### config.mk
export PLATFORM = sky130hd
export DESIGN_NAME = divider
export DESIGN_NICKNAME = d
export VERILOG_FILES = /design/src/rtl/divider.sv
export SDC_FILE = /design/constraint.sdc
export NUM_CORES = 1
export LEC_CHECK = 0
export ABC_AREA = 1
export BUFFER_PORTS_ARGS = -buffer_cell sky130_fd_sc_hd__buf_2
export CORE_MARGIN = 5
export CORE_UTILIZATION = 60
export CTS_BUF_LIST = sky130_fd_sc_hd__clkbuf_8
export DETAILED_ROUTE_END_ITERATION = 10
export PLACE_DENSITY_LB_ADDON = 0.2
export SLEW_MARGIN = 10
export SYNTH_ARGS = -nofsm -noshare
export SYNTH_HDL_FRONTEND = slang
export SYNTH_SLANG_ARGS = --single-unit
### constraint.sdc
create_clock -name clk_i -period 7.3 [get_ports clk_i]
set_input_delay 2.19 -clock clk_i [delete_from_list [all_inputs] [get_ports clk_i]]
set_output_delay 2.19 -clock clk_i [all_outputs]
set_load 0.01 [all_outputs]
### src/rtl/divider.sv
// rtl/divider.sv - iterative radix-2 restoring divider for MIPS DIV/DIVU
// One quotient bit per cycle on operand magnitudes; signs are applied when results are registered.
module divider #(
    parameter int WIDTH = 32
) (
    input  logic             clk_i,
    input  logic             rst_i,
    input  logic             start_i,
    input  logic             flush_i,
    input  logic             signed_i,
    input  logic [WIDTH-1:0] dividend_i,
    input  logic [WIDTH-1:0] divisor_i,
    output logic             busy_o,
    output logic             done_o,
    output logic [WIDTH-1:0] quotient_o,
    output logic [WIDTH-1:0] remainder_o
);

    localparam int CW = (WIDTH > 1) ? $clog2(WIDTH) : 1;

    typedef enum logic [1:0] {IDLE, CALC, DONE} state_t;

    state_t           state_q;
    logic [CW-1:0]    count_q;
    logic [WIDTH-1:0] rem_q, quo_q, dvs_q;
    logic             q_neg_q, r_neg_q, dz_q;
    logic             busy_q, done_q;
    logic [WIDTH-1:0] quotient_q, remainder_q;

    logic [WIDTH-1:0] dvd_mag, dvs_mag;
    logic [WIDTH:0]   rem_sh, trial;
    logic [WIDTH-1:0] rem_d, quo_d, q_fix, r_fix;
    logic             last_iter;

    always_comb begin
        dvd_mag = (signed_i && dividend_i[WIDTH-1]) ? (~dividend_i + 1'b1) : dividend_i;
        dvs_mag = (signed_i && divisor_i[WIDTH-1])  ? (~divisor_i + 1'b1)  : divisor_i;

        // rem_sh carries one extra bit because rem can be as large as divisor-1
        rem_sh = {rem_q, quo_q[WIDTH-1]};
        trial  = rem_sh - {1'b0, dvs_q};
        rem_d  = rem_sh[WIDTH-1:0];
        quo_d  = {quo_q[WIDTH-2:0], 1'b0};
        if (!trial[WIDTH]) begin
            rem_d    = trial[WIDTH-1:0];
            quo_d[0] = 1'b1;
        end

        // A zero divisor leaves rem = |dividend|, so re-signing yields the raw dividend
        q_fix = dz_q ? {WIDTH{1'b1}} : (q_neg_q ? (~quo_d + 1'b1) : quo_d);
        r_fix = r_neg_q ? (~rem_d + 1'b1) : rem_d;

        last_iter = (count_q == CW'(WIDTH - 1));
    end

    always_ff @(posedge clk_i) begin
        if (rst_i) begin
            state_q     <= IDLE;
            count_q     <= '0;
            rem_q       <= '0;
            quo_q       <= '0;
            dvs_q       <= '0;
            q_neg_q     <= 1'b0;
            r_neg_q     <= 1'b0;
            dz_q        <= 1'b0;
            busy_q      <= 1'b0;
            done_q      <= 1'b0;
            quotient_q  <= '0;
            remainder_q <= '0;
        end else begin
            case (state_q)
                IDLE: begin
                    done_q <= 1'b0;
                    if (start_i && !flush_i) begin
                        rem_q   <= '0;
                        quo_q   <= dvd_mag;
                        dvs_q   <= dvs_mag;
                        q_neg_q <= signed_i && (dividend_i[WIDTH-1] ^ divisor_i[WIDTH-1]);
                        r_neg_q <= signed_i && dividend_i[WIDTH-1];
                        dz_q    <= (divisor_i == '0);
                        count_q <= '0;
                        busy_q  <= 1'b1;
                        state_q <= CALC;
                    end
                end
                CALC: begin
                    if (flush_i) begin
                        busy_q  <= 1'b0;
                        done_q  <= 1'b0;
                        state_q <= IDLE;
                    end else begin
                        rem_q   <= rem_d;
                        quo_q   <= quo_d;
                        count_q <= count_q + 1'b1;
                        if (last_iter) begin
                            quotient_q  <= q_fix;
                            remainder_q <= r_fix;
                            busy_q      <= 1'b0;
                            done_q      <= 1'b1;
                            state_q     <= DONE;
                        end
                    end
                end
                DONE: begin
                    done_q  <= 1'b0;
                    busy_q  <= 1'b0;
                    state_q <= IDLE;
                end
                default: begin
                    busy_q  <= 1'b0;
                    done_q  <= 1'b0;
                    state_q <= IDLE;
                end
            endcase
        end
    end

    assign busy_o      = busy_q;
    assign done_o      = done_q;
    assign quotient_o  = quotient_q;
    assign remainder_o = remainder_q;

endmodule

Yosys cells after proc, flatten, opt, wreduce, memory -nomap -nowiden. Cells that the tools add are included.

Input bits: 69. Register bits: 172. Logic and storage cells: 67.

Add/sub/neg operators: 6. Equality and inequality tests: 5. Bitwise operators: 7. Reductions and logical operators: 13. Muxes and demuxes: 24.

Operators with widths (number): 2-to-1 mux 32 bit (10); adder 32 x 1 -> 32 bit (second input constant) (4); NOT 32 bit (4); one-hot mux 32 bit (2 select lines) (2); subtractor 33 x 32 -> 33 bit (1); logical NOT 32 bit (1); 2-to-1 mux 5 bit (2); one-hot mux 5 bit (2 select lines) (1); 2-to-1 mux 2 bit (3); AND reduction 3 bit (2); adder 5 x 1 -> 5 bit (second input constant) (1); == test 5 bit (second input constant) (1); logical AND 1 bit (4); 2-to-1 mux 1 bit (4); inequality test 2 bit (second input constant) (2); one-hot mux 2 bit (2 select lines) (1); AND reduction 2 bit (2); inequality test 3 bit (second input constant) (1); OR reduction 3 bit (1); == test 2 x 1 -> 1 bit (second input constant) (1); logical NOT 2 bit (1); NOT 1 bit (2); one-hot mux 1 bit (2 select lines) (1); nonzero test 2 bit (1); other kinds (2) (2).

Logic depth before layout (Yosys ltp).
Depth after elaboration: 6. Mapped depth: 32.

Worst setup path before layout. No wires, ideal clock.

Path kind: input-to-reg. Start point: input port divisor_i[0]. End point: register dvs_q[30]. Library setup time: 0.115 ns. Buffers on the path: 0. Path slack: 2.979 ns. Stages on the path: 14. Data arrival time: 4.205 ns. Path through: inv_1 ha_1 nand2_1 nor4_1 nand2_1 nor3_1 nand2_1 nor4_1 nand3_1 nor2_1 a21oi_1 xor2_1 o21ai_0 inv_1.

Word-level cells in the longest chain between the ends: 3.

Ends and longest elaborated chain: start: declaration (line 12) `input logic [WIDTH-1:0] divisor_i,`; NOT 32 bit (line 37) `dvs_mag = (signed_i && divisor_i[WIDTH-1]) ? (~divisor_i + 1'b1) : divisor_i;`; adder 32 x 1 -> 32 bit (line 37); 2-to-1 mux 32 bit (line 37); end signal: assignment (line 77) `dvs_q <= dvs_mag;`; end: declaration (line 25) `logic [WIDTH-1:0] rem_q, quo_q, dvs_q;`.

No other way between the ends. A chain may end at the register's enable or synchronous reset.

Final worst setup path.
Start point: register quo_q[31]. End point: register quotient_q[30], in the netlist quotient_o[30].

Word-level cells in the longest chain between the ends: 6.

Ends and longest elaborated chain: start: declaration (line 25); start signal: assignment (line 76) `quo_q <= dvd_mag;`; start signal: assignment (line 93) `quo_q <= quo_d;`; subtractor 33 x 32 -> 33 bit (line 41) `trial = rem_sh - {1'b0, dvs_q};`; 2-to-1 mux 1 bit (line 44) `if (!trial[WIDTH]) begin`; NOT 32 bit (line 50) `q_fix = dz_q ? {WIDTH{1'b1}} : (q_neg_q ? (~quo_d + 1'b1) : quo_d);`; adder 32 x 1 -> 32 bit (line 50); 2-to-1 mux 32 bit (2 in series) (line 50); end signal: assignment (line 96) `quotient_q <= q_fix;`; end: declaration (line 28) `logic [WIDTH-1:0] quotient_q, remainder_q;`.

No other way between the ends.

==> metrics.yaml <==
timing.setup.tns_ns: 0
grt_usage_pct: 31.86
r2r-end: "quotient_o[30]$_SDFFE_PP0P_"
critPathKind: "reg2reg"
grt.overflow.total: 0
worstPathMaxFanout: 32
cts_htree_levels: 4
grt-busiest-layer: "met2"
multi_input_area_mm2: 0.007704
crit_buf_inv: 4
routedWlPerCell_um: 16.11
final_hold_viol_count: 0
clock_latency_ns: 0.48
core_region_area_mm2: 0.02096
syn_area_mm2: 0.01269
finalClockSkew_ns: 0.02474
hp-class: "reg2reg"
seq_power_share_pct: 43.1
min_to: "remainder_o[1]$_SDFFE_PP0P_"
area_growth_pct: 9.349
power.switching_uw: 870.7
drc: 0
die_h_um: 155.4
grt_use_met1_pct: 45.55
cts_buffers: 17
crit_slowest_cell: "fa_1"
grt_pass1_vias: 12070
root_buffer: "clkbuf_8"
ios: 135
slowest_delay_ns: 0.41
r2r_start: "quo_q[31]$_SDFFE_PP0P_"
synthDistinctLibCells: 57
gp_congestion: 0.9853
dieArea_mm2: 0.02416
clockPowerShare_pct: 30.8
antenna_found_initial: 0
min_path_cells: 2
ant_nets: 0
drv_cap: 0
p_sw_share_pct: 37.47
utilization_pct: 66.21
setup_viol: 0
n_antenna_cell: 0
drtPass1Iterations: 7
p_leak_nw: 7.394
vias_per_cell: 5.504
syn_inst: 2046
grt_max_degree: 95
grt_pass1_wl_um: 62120
cts_resized: 0
final_common_cell: "nand2_1"
cts_setup_buffers: 0
worstSetupStartpoint: "quo_q[31]$_SDFFE_PP0P_"
cts_tree: "built"
r2r_cells: 30
avgSynthCellArea_um2: 6.202
postSynthNetCount: 2154
slew_headroom_pct: 26.47
holdBufCountCts: 0
slew_viol_final: 0
critPathMostFrequentCell: "nand2_1"
yosys_warnings: 0
die_w_um: 155.4
clk_pin_slew_ns: 0.10
nFillCells: 2017
crit_path_end_kind: "flop"
min_from: "remainder_o[1]$_SDFFE_PP0P_"
fmaxAchievable_mhz: 207.9
period_needed_ns: 4.810
final_net_count: 2246
arrival_ns: 5.19
path_delay_family: "simple AND/OR/NAND/NOR gates"
drt-initial-drc-count: 1268
mostFrequentLayoutCells: "nand2_1 (514), inv_1 (320), nor2_1 (219), dfxtp_1 (171), o21ai_0 (143)"
use_met3_pct: 3.978
rsz0062_at_grt: "false"
grt_use_met2_pct: 50.00
fin_crit_sh_pct: 65.89
worstSetupStartpointType: "flop"
totalPowerFinal_mw: 2.324
vias: 13350
num_rows: 53
synth_flop_cell: "dfxtp_1"
drive_gt1_share_pct: 12.78
reg2reg_slack_ns: 2.49
ys_ff_latch: 171
yosysSeqAreaShare_pct: 26.98
cp_data_required_time_ns: 7.68
internal_power_mw: 1.453
port_buffers: 134
synth_edf_count: 0
drt-total-wl_um: 39080
status: "completed"
initial_core_util_pct: 60.55
ff_latch_area_mm2: 0.003423
powerDensity_mw_per_mm2: 167.5
p_comb_share_pct: 26.1
cts_max_path_buffers: 2
ir_worst_vdd_v: 0.0001215
dp_hpwl_um: 30750
ys_async_sr_fraction_pct: 0
worstMarginPinSlew_ns: 1.101
cts.sinks: 171
==> power groups by stage <==
| stage | clock network (mW) | logic, mW | registers [mW] |
|---|---|---|---|
| 2_1_floorplan | 0 | 0.435 | 1.01 |
| 3_3_place_gp | 0 | 0.583 | 1.02 |
| 3_5_place_dp | 0 | 0.589 | 1.02 |
| 4_1_cts | 0.723 | 0.593 | 1.00 |
| 5_1_grt | 0.761 | 0.672 | 1.01 |
| 6_report | 0.716 | 0.605 | 1.00 |
==> kinds of logic after synthesis <==
| family | synth area share (%) |
|---|---|
| and+or+nand+nor | 34.13 |
| DFF | 26.98 |
| adders and majority gates | 3.905 |
| AOI/OAI and AO/OA | 17.51 |
| buffers and inverters | 12.43 |
| xor gates and xnor gates | 5.039 |
==> routing by layer <==
layer | wire (um) | vias up
met4 | 1112 | 0
met2 | 17310 | 578
met5 | 0 | -
li1 | - | 6747
met3 | 3247 | 81
met1 | 17410 | 5947
==> worst max path at each step <==
stage	slack, ns	cells past startpoint	to
after floorplan	2.98	14	dvs_q[30]$_SDFFE_PP0P_
after global placement	2.50	15	dvs_q[30]$_SDFFE_PP0P_
after detailed placement	2.37	15	dvs_q[30]$_SDFFE_PP0P_
after CTS	2.57	30	quotient_o[30]$_SDFFE_PP0P_
after global routing	2.00	28	quotient_o[30]$_SDFFE_PP0P_
final	2.49	30	quotient_o[30]$_SDFFE_PP0P_
==> sequential cells by signal, indices dropped and copies added, names as in the netlist <==
name	count
count_q	5
done_o	1
dvs_q	32
dz_q	1
q_neg_q	1
quo_q	32
quotient_o	32
r_neg_q	1
rem_q	32
remainder_o	32
state_q	2
==> cell type report <==
| class | count | share of cell area, % |
|---|---|---|
| Clock buffer | 17 | 1.686 |
| Clock inverter | 15 | 1.416 |
| Inverter | 327 | 8.847 |
| Multi-Input combinational cell | 1477 | 55.52 |
| Sequential cell | 171 | 24.67 |
| Tap cell | 275 | 2.480 |
| Timing Repair Buffer | 144 | 5.375 |
==> worst register-to-register path, delay by kind of cell (launching register included) <==
| family | cells | cell delay, ns |
|---|---|---|
| xor gates and xnor gates | 1 | 0.17 |
| DFF | 1 | 0.33 |
| buffers and inverters | 4 | 0.26 |
| AOI/OAI and AO/OA | 3 | 0.44 |
| adders and majority gates | 3 | 0.81 |
| and+or+nand+nor | 19 | 2.72 |
==> stage by stage <==
step	cells	cell area (um2)	hold slack, ns	worst slack [ns]
global route	2426	13870	0.5010	1.999
global placement	2394	13440	0.4559	2.504
floorplan	2046	12690	0.4237	2.979
finish	2426	13870	0.4699	2.490
detailed placement	2394	13440	0.4567	2.366
CTS	2426	13870	0.4723	2.572
==> cell usage after synthesis (3+ instances only) <==
cell	instances	share of area, %
inv_1	320	9.5
o21ai_0	143	5.6
o22ai_1	3	0.15
clkbuf_1	53	1.6
o32ai_1	15	1.0
nand2_4	10	0.89
xor2_1	48	3.3
buf_6	6	0.53
a21oi_2	4	0.28
nand4_1	17	0.84
dfxtp_1	171	27
nor3_1	23	0.91
or2_2	9	0.44
o221ai_1	27	1.9
o21ai_1	9	0.35
xnor2_1	25	1.7
nand2_1	514	15
ha_1	38	3.7
buf_1	3	0.089
buf_2	6	0.24
nand3b_1	15	0.89
a31oi_1	9	0.44
nor2_4	5	0.44
o221a_2	3	0.27
a221oi_1	5	0.35
nand2_2	38	1.9
a21oi_1	131	5.2
nand3_2	6	0.47
o211ai_1	14	0.83
nor4_1	8	0.39
clkinv_1	6	0.18
nor2_1	221	6.5
nand3_1	100	3.9
nor2_2	12	0.59
(Power assumes the default switching activity.)
